<file path="src/rtl/mem_port_arbiter_if.sv">
// Bundle between the fetch unit, the memory unit, the arbiter and the unified memory.
// The arbiter takes the slave view; requesters and the memory model take the master view.
interface mem_port_arbiter_if;
  logic        i_req_i;
  logic [31:0] i_addr_i;
  logic        i_cancel_i;
  logic [31:0] i_rdata_o;
  logic        i_valid_o;
  logic        i_busy_o;

  logic        d_req_i;
  logic [31:0] d_addr_i;
  logic [31:0] d_wdata_i;
  logic [3:0]  d_wmask_i;
  logic [31:0] d_rdata_o;
  logic        d_valid_o;
  logic        d_busy_o;

  logic        mem_en_o;
  logic [31:0] mem_addr_o;
  logic [31:0] mem_wdata_o;
  logic [3:0]  mem_wmask_o;
  logic [31:0] mem_rdata_i;

  modport slave (
    input  i_req_i, i_addr_i, i_cancel_i, d_req_i, d_addr_i, d_wdata_i, d_wmask_i, mem_rdata_i,
    output i_rdata_o, i_valid_o, i_busy_o, d_rdata_o, d_valid_o, d_busy_o,
           mem_en_o, mem_addr_o, mem_wdata_o, mem_wmask_o
  );

  modport master (
    output i_req_i, i_addr_i, i_cancel_i, d_req_i, d_addr_i, d_wdata_i, d_wmask_i, mem_rdata_i,
    input  i_rdata_o, i_valid_o, i_busy_o, d_rdata_o, d_valid_o, d_busy_o,
           mem_en_o, mem_addr_o, mem_wdata_o, mem_wmask_o
  );
endinterface

</file>
<file path="src/rtl/mem_port_arbiter.sv">
// Serialises fetch and data accesses onto one single-port memory (IDLE/ISSUE/WAIT/RESP),
// data first, with a starvation guard that forces a fetch grant after STARVE_LIMIT data grants.
module mem_port_arbiter #(
  parameter int unsigned MEM_LATENCY  = 1,
  parameter int unsigned STARVE_LIMIT = 4
) (
  input  logic              clk_i,
  input  logic              reset_i,
  mem_port_arbiter_if.slave bus
);
  localparam int unsigned LAT_W    = (MEM_LATENCY > 1) ? $clog2(MEM_LATENCY) : 1;
  localparam int unsigned STARVE_W = $clog2(STARVE_LIMIT + 1);

  typedef enum logic [1:0] {IDLE, ISSUE, WAIT, RESP} state_e;
  typedef enum logic {OWNER_FETCH, OWNER_DATA} owner_e;

  state_e                state_q;
  owner_e                owner_q;
  logic [LAT_W-1:0]      lat_cnt_q;
  logic [STARVE_W-1:0]   starve_cnt_q, starve_cnt_d;
  logic                  cancelled_q;
  logic                  mem_en_q;
  logic [31:0]           mem_addr_q, mem_wdata_q;
  logic [3:0]            mem_wmask_q;

  logic starved, grant_fetch, fetch_cancel;
  logic i_valid, d_valid;

  always_comb begin
    // NOTE: every always_comb output is given a default first so no path can infer a latch.
    starved      = (starve_cnt_q == STARVE_W'(STARVE_LIMIT));
    grant_fetch  = bus.i_req_i && (!bus.d_req_i || starved);
    starve_cnt_d = '0;
    if (!grant_fetch && bus.i_req_i) begin
      starve_cnt_d = starved ? starve_cnt_q : starve_cnt_q + 1'b1;
    end
  end

  assign fetch_cancel = bus.i_cancel_i && (owner_q == OWNER_FETCH);

  always_ff @(posedge clk_i) begin
    if (reset_i) begin
      state_q      <= IDLE;
      owner_q      <= OWNER_FETCH;
      lat_cnt_q    <= '0;
      starve_cnt_q <= '0;
      cancelled_q  <= 1'b0;
      mem_en_q     <= 1'b0;
      mem_addr_q   <= '0;
      mem_wdata_q  <= '0;
      mem_wmask_q  <= '0;
    end else begin
      // NOTE: non-blocking assignments so every register sees only pre-edge values.
      mem_en_q <= 1'b0;
      case (state_q)
        IDLE: begin
          cancelled_q <= 1'b0;
          if (bus.i_req_i || bus.d_req_i) begin
            state_q      <= ISSUE;
            mem_en_q     <= 1'b1;
            starve_cnt_q <= starve_cnt_d;
            if (grant_fetch) begin
              owner_q     <= OWNER_FETCH;
              mem_addr_q  <= bus.i_addr_i;
              mem_wdata_q <= '0;
              mem_wmask_q <= '0;
            end else begin
              owner_q     <= OWNER_DATA;
              mem_addr_q  <= bus.d_addr_i;
              mem_wdata_q <= bus.d_wdata_i;
              mem_wmask_q <= bus.d_wmask_i;
            end
          end
        end
        ISSUE: begin
          lat_cnt_q <= LAT_W'(MEM_LATENCY - 1);
          state_q   <= (MEM_LATENCY == 1) ? RESP : WAIT;
          if (fetch_cancel) cancelled_q <= 1'b1;
        end
        WAIT: begin
          lat_cnt_q <= lat_cnt_q - 1'b1;
          if (lat_cnt_q == LAT_W'(1)) state_q <= RESP;
          if (fetch_cancel) cancelled_q <= 1'b1;
        end
        RESP: begin
          state_q     <= IDLE;
          cancelled_q <= 1'b0;
        end
        default: state_q <= IDLE;
      endcase
    end
  end

  // A cancel arriving in the RESP cycle itself must still suppress the strobe.
  assign i_valid = (state_q == RESP) && (owner_q == OWNER_FETCH) && !cancelled_q && !bus.i_cancel_i;
  assign d_valid = (state_q == RESP) && (owner_q == OWNER_DATA);

  assign bus.i_valid_o   = i_valid;
  assign bus.d_valid_o   = d_valid;
  assign bus.i_rdata_o   = i_valid ? bus.mem_rdata_i : '0;
  assign bus.d_rdata_o   = (d_valid && (mem_wmask_q == '0)) ? bus.mem_rdata_i : '0;
  assign bus.i_busy_o    = bus.i_req_i && !i_valid;
  assign bus.d_busy_o    = bus.d_req_i && !d_valid;
  assign bus.mem_en_o    = mem_en_q;
  assign bus.mem_addr_o  = mem_addr_q;
  assign bus.mem_wdata_o = mem_wdata_q;
  assign bus.mem_wmask_o = mem_wmask_q;
endmodule
</file>
<file path="src/flat_wrapper.sv">
// flat-port wrapper written by rule: the top's interface ports become plain ports
module mem_port_arbiter_flat 
#(
  parameter int unsigned MEM_LATENCY  = 1,
  parameter int unsigned STARVE_LIMIT = 4
)
  (clk_i, reset_i, bus_i_req_i, bus_i_addr_i, bus_i_cancel_i, bus_d_req_i, bus_d_addr_i, bus_d_wdata_i, bus_d_wmask_i, bus_mem_rdata_i, bus_i_rdata_o, bus_i_valid_o, bus_i_busy_o, bus_d_rdata_o, bus_d_valid_o, bus_d_busy_o, bus_mem_en_o, bus_mem_addr_o, bus_mem_wdata_o, bus_mem_wmask_o);
  mem_port_arbiter_if bus_i ();
  input  logic clk_i;
  input  logic reset_i;
  input wire logic [$bits(bus_i.i_req_i)-1:0] bus_i_req_i;
  input wire logic [$bits(bus_i.i_addr_i)-1:0] bus_i_addr_i;
  input wire logic [$bits(bus_i.i_cancel_i)-1:0] bus_i_cancel_i;
  input wire logic [$bits(bus_i.d_req_i)-1:0] bus_d_req_i;
  input wire logic [$bits(bus_i.d_addr_i)-1:0] bus_d_addr_i;
  input wire logic [$bits(bus_i.d_wdata_i)-1:0] bus_d_wdata_i;
  input wire logic [$bits(bus_i.d_wmask_i)-1:0] bus_d_wmask_i;
  input wire logic [$bits(bus_i.mem_rdata_i)-1:0] bus_mem_rdata_i;
  output wire logic [$bits(bus_i.i_rdata_o)-1:0] bus_i_rdata_o;
  output wire logic [$bits(bus_i.i_valid_o)-1:0] bus_i_valid_o;
  output wire logic [$bits(bus_i.i_busy_o)-1:0] bus_i_busy_o;
  output wire logic [$bits(bus_i.d_rdata_o)-1:0] bus_d_rdata_o;
  output wire logic [$bits(bus_i.d_valid_o)-1:0] bus_d_valid_o;
  output wire logic [$bits(bus_i.d_busy_o)-1:0] bus_d_busy_o;
  output wire logic [$bits(bus_i.mem_en_o)-1:0] bus_mem_en_o;
  output wire logic [$bits(bus_i.mem_addr_o)-1:0] bus_mem_addr_o;
  output wire logic [$bits(bus_i.mem_wdata_o)-1:0] bus_mem_wdata_o;
  output wire logic [$bits(bus_i.mem_wmask_o)-1:0] bus_mem_wmask_o;
  assign bus_i.i_req_i = bus_i_req_i;
  assign bus_i.i_addr_i = bus_i_addr_i;
  assign bus_i.i_cancel_i = bus_i_cancel_i;
  assign bus_i.d_req_i = bus_d_req_i;
  assign bus_i.d_addr_i = bus_d_addr_i;
  assign bus_i.d_wdata_i = bus_d_wdata_i;
  assign bus_i.d_wmask_i = bus_d_wmask_i;
  assign bus_i.mem_rdata_i = bus_mem_rdata_i;
  assign bus_i_rdata_o = bus_i.i_rdata_o;
  assign bus_i_valid_o = bus_i.i_valid_o;
  assign bus_i_busy_o = bus_i.i_busy_o;
  assign bus_d_rdata_o = bus_i.d_rdata_o;
  assign bus_d_valid_o = bus_i.d_valid_o;
  assign bus_d_busy_o = bus_i.d_busy_o;
  assign bus_mem_en_o = bus_i.mem_en_o;
  assign bus_mem_addr_o = bus_i.mem_addr_o;
  assign bus_mem_wdata_o = bus_i.mem_wdata_o;
  assign bus_mem_wmask_o = bus_i.mem_wmask_o;
  mem_port_arbiter #(.MEM_LATENCY(MEM_LATENCY), .STARVE_LIMIT(STARVE_LIMIT)) u_core (.clk_i(clk_i), .reset_i(reset_i), .bus(bus_i));
endmodule
</file>
<file path="config.mk">
export PLATFORM = sky130hd
export DESIGN_NAME = mem_port_arbiter_flat
export DESIGN_NICKNAME = d
export VERILOG_FILES = /design/src/rtl/mem_port_arbiter_if.sv /design/src/rtl/mem_port_arbiter.sv /design/src/flat_wrapper.sv
export SDC_FILE = /design/constraint.sdc
export NUM_CORES = 1
export LEC_CHECK = 0
export ABC_CLOCK_PERIOD_IN_PS = 1430
export CORE_AREA = 5 5 104 106
export CTS_CLUSTER_DIAMETER = 100
export CTS_CLUSTER_SIZE = 25
export DETAILED_ROUTE_END_ITERATION = 10
export DIE_AREA = 0 0 109 111
export DONT_BUFFER_PORTS = 1
export GPL_TIMING_DRIVEN = 0
export SLEW_MARGIN = 15
export SYNTH_ARGS = -nofsm -noshare
export SYNTH_HDL_FRONTEND = slang
export SYNTH_SLANG_ARGS = --single-unit
</file>
<file path="constraint.sdc">
create_clock -name clk_i -period 1.43 [get_ports clk_i]
set_input_delay 0.286 -clock clk_i [delete_from_list [all_inputs] [get_ports clk_i]]
set_output_delay 0.286 -clock clk_i [all_outputs]
set_load 0.005 [all_outputs]
</file>
==> out/metrics.cfg <==
[route]
route.antenna.remaining_nets = 0
drcViolationCount = 0
num_vias = 4039
drtIter0Drc = 249
via_per_inst = 5.98
drt-total-wl_um = 16600
firstDrtPassIters = 4
post_drt_wl_per_cell_um = 24.6

[global_routing]
gr-total-overflow = 0
grt_pass1_vias = 4257
grt_max_degree = 16
grt_use_total_pct = 25.9
grt_pass1_wl_um = 24100
antenna_found_initial = 0

[layout]
final_common_cell = dfxtp_1
syn2layout_area_growth_pct = 50.0
final_cell_mix = 70 x dfxtp_1, 39 x a21oi_1, 38 x nand2_1
layout-drive-gt1-share_pct = 41.3
diodes = 0
fillers = 844
nNetsFinal = 679
final_util_pct = 59.0
regArea_um2 = 1560
final_cell_count_no_fill = 675
multi_input_comb_area_um2 = 2540

[timing]
setup_viol = 140
skew_ns = 0.0118
report.final.slew_viol_count = 0
fin_ws_ns = -0.416
max_freq_mhz = 542
min_period_ns = 1.85
worst_pin_slew_ns = 0.630
rsz0062_at_grt = yes
hold_viol = 0
fin_crit_sh_pct = 129
maxSlewHeadroom_pct = 58.0

[power_and_ir_drop]
p_clk_share_pct = 20.1
p_per_area_nw_per_um2 = 1510
p_int_uw = 5570
p_seq_share_pct = 34.7
ir_drop_v = 0.000909
switchingPower_uw = 3060
pwr-share-comb_pct = 45.2
p_sw_share_pct = 35.5
leakage_uw = 0.00207

[synth]
yosysTopAreaCell = dfxtp_1
post_synth.cell_area_avg_um2 = 7.99
ys_seq_elements = 77
mappedNetlistNets = 619
ys_warn_count = 0
synth_area_um2 = 3810
ys_seq_area_share_pct = 40.4
async_flop_share_pct = 0
synth_edf_count = 0
synthTopCellsByArea = dfxtp_1 40%, a311oi_1 7.8%, o211ai_1 7.3%, a21oi_1 5.3%, and2_1 5.3%
synthCells = 477
synth_cell_types = 32
synthFlopType = dfxtp_1
synth_top_area_share_pct = 40.4

[critical_path]
crit_type = reg -> out
critPathRequiredTime_ns = 1.14
max_stage_delay_ns = 0.37
critical_path_arrival_ns = 1.56
crit_chain = ha_4, nor4b_4, buf_6, buf_4, and2_1
critPathLaunchType = flop
crit_path_max_fanout = 7
slowest_stage = dfxtp_4
cp-end-kind = primary output

[flow_run]
cap_violations = 0

[clocking]
htreeDepth = 3
clk_pin_slew_worst_paths_ns = 0.09
clockBufferDepth = 2
cts_tree = built
clock-sinks = 77
cts_made_buffers = 9
clockRootBuffer = clkbuf_8
clk_latency_ns = 0.36

[die]
num_rows = 36
boundaryPins = 274
core-area_um2 = 9680
die_area_um2 = 12100
die_h_um = 111
die-width_um = 109
initial_core_util_pct = 39.4

[place]
dpl.hpwl_um = 11600
numPortBuffers = 0
placed_cells = 610
routabilityCongestion = 0.808

[min_path]
hold_path.class = in -> reg

[outcome]
outcome = finished with violations
violations = negative setup slack

flip-flops by register name (all words and copies together), names as in the netlist:
| register | count |
|---|---|
| u_core.starve_cnt_q | 3 |
| u_core.bus.mem_addr_o | 32 |
| u_core.cancelled_q | 1 |
| u_core.owner_q | 1 |
| u_core.bus.mem_wmask_o | 4 |
| u_core.bus.mem_en_o | 1 |
| u_core.bus.mem_wdata_o | 32 |
| u_core.lat_cnt_q | 1 |
| u_core.state_q | 2 |
per-layer routing:
layer  track usage (%)  part of all wire (%)  up-vias
met5                 0                     0        -
met4              12.6                   4.3        0
met3              9.90                   9.8       48
met2              46.8                    52      223
met1              25.2                    34     1918
li1                  -                     -     1850
per-stage QoR:
step / instance area [um2] / total power (uW) / setup TNS (ns) / hold WS [ns] / worst slack (ns)
floorplan: 3830 / 4150 / 0 / 0.453 / 0.00331
detailed placement: 4000 / 4670 / -33.19 / 0.464 / -0.351
finish: 5720 / 8640 / -30.45 / 0.0806 / -0.416
global placement: 4000 / 4600 / -30.06 / 0.456 / -0.294
CTS: 5370 / 8250 / -41.41 / 0.0667 / -0.384
global route: 5720 / 9100 / -39.69 / 0.0589 / -0.470
synth_stat cells, types with 20 or more instances:
cell type	number
dfxtp_1	77
a21oi_1	40
nand2_1	40
o211ai_1	37
nor2_1	36
a311oi_1	34
nand3_1	33
o21ai_1	33
and2_1	32
and3_1	32
clkbuf_1	28
buf_2	20
cell families (layout without fill, tap and decap cells):
family / after synthesis / count (layout) / share of synthesized area, %
AND/OR/NAND/NOR: 181 / 181 / 24.0
AO/OA/AOI/OAI: 150 / 150 / 26.3
flip-flops: 77 / 77 / 40.4
buffers and inverters: 62 / 127 / 7.16
adder cells (fa/ha/maj): 5 / 5 / 1.64
XOR/XNOR: 1 / 1 / 0.230
multiplexers: 1 / 1 / 0.295
power by group through the flow:
stage | Combinational [uW] | Clock [uW] | Sequential (uW)
2_1_floorplan | 1320 | 0 | 2830
3_3_place_gp | 1640 | 0 | 2970
3_5_place_dp | 1700 | 0 | 2970
4_1_cts | 3500 | 1780 | 2970
5_1_grt | 4190 | 1870 | 3040
6_report | 3900 | 1740 | 3000
repair_timing:
action                     CTS  global route
cloned                      14             4
resized for setup          185            92
pin swaps                   71            56
buffers inserted            30            14
setup endpoints to repair  142           144
hold buffers                 0             0
layout make-up:
cell class	instances	share of cell area [%]
Inverter	7	0.547
Clock inverter	7	1.40
Multi-Input combinational cell	338	44.4
Buffer	50	8.16
Clock buffer	9	2.17
Sequential cell	77	27.3
Timing Repair Buffer	54	13.2
Tap cell	133	2.91
final timing paths:
check,cells past startpoint,start,to,slack (ns)
max,5,u_core.state_q[0]$_SDFFE_PP0P_,bus_i_rdata_o[0],-0.42
min,2,bus_d_wdata_i[6],u_core.bus.mem_wdata_o[6]$_SDFFE_PP0P_,0.08
max reg2reg,10,u_core.state_q[1]$_SDFFE_PP0P_,u_core.bus.mem_addr_o[24]$_SDFFE_PP0P_,-0.19
min reg2reg,2,u_core.bus.mem_wdata_o[13]$_SDFFE_PP0P_,u_core.bus.mem_wdata_o[13]$_SDFFE_PP0P_,0.48
worst max-delay path, delay by kind of cell, from the launching register on:
family                   cells  cell delay (ns)
flip-flops                   1             0.37
AND/OR/NAND/NOR              2             0.38
adder cells (fa/ha/maj)      1             0.14
buffers and inverters        2             0.33
(Power assumes the default switching activity.)
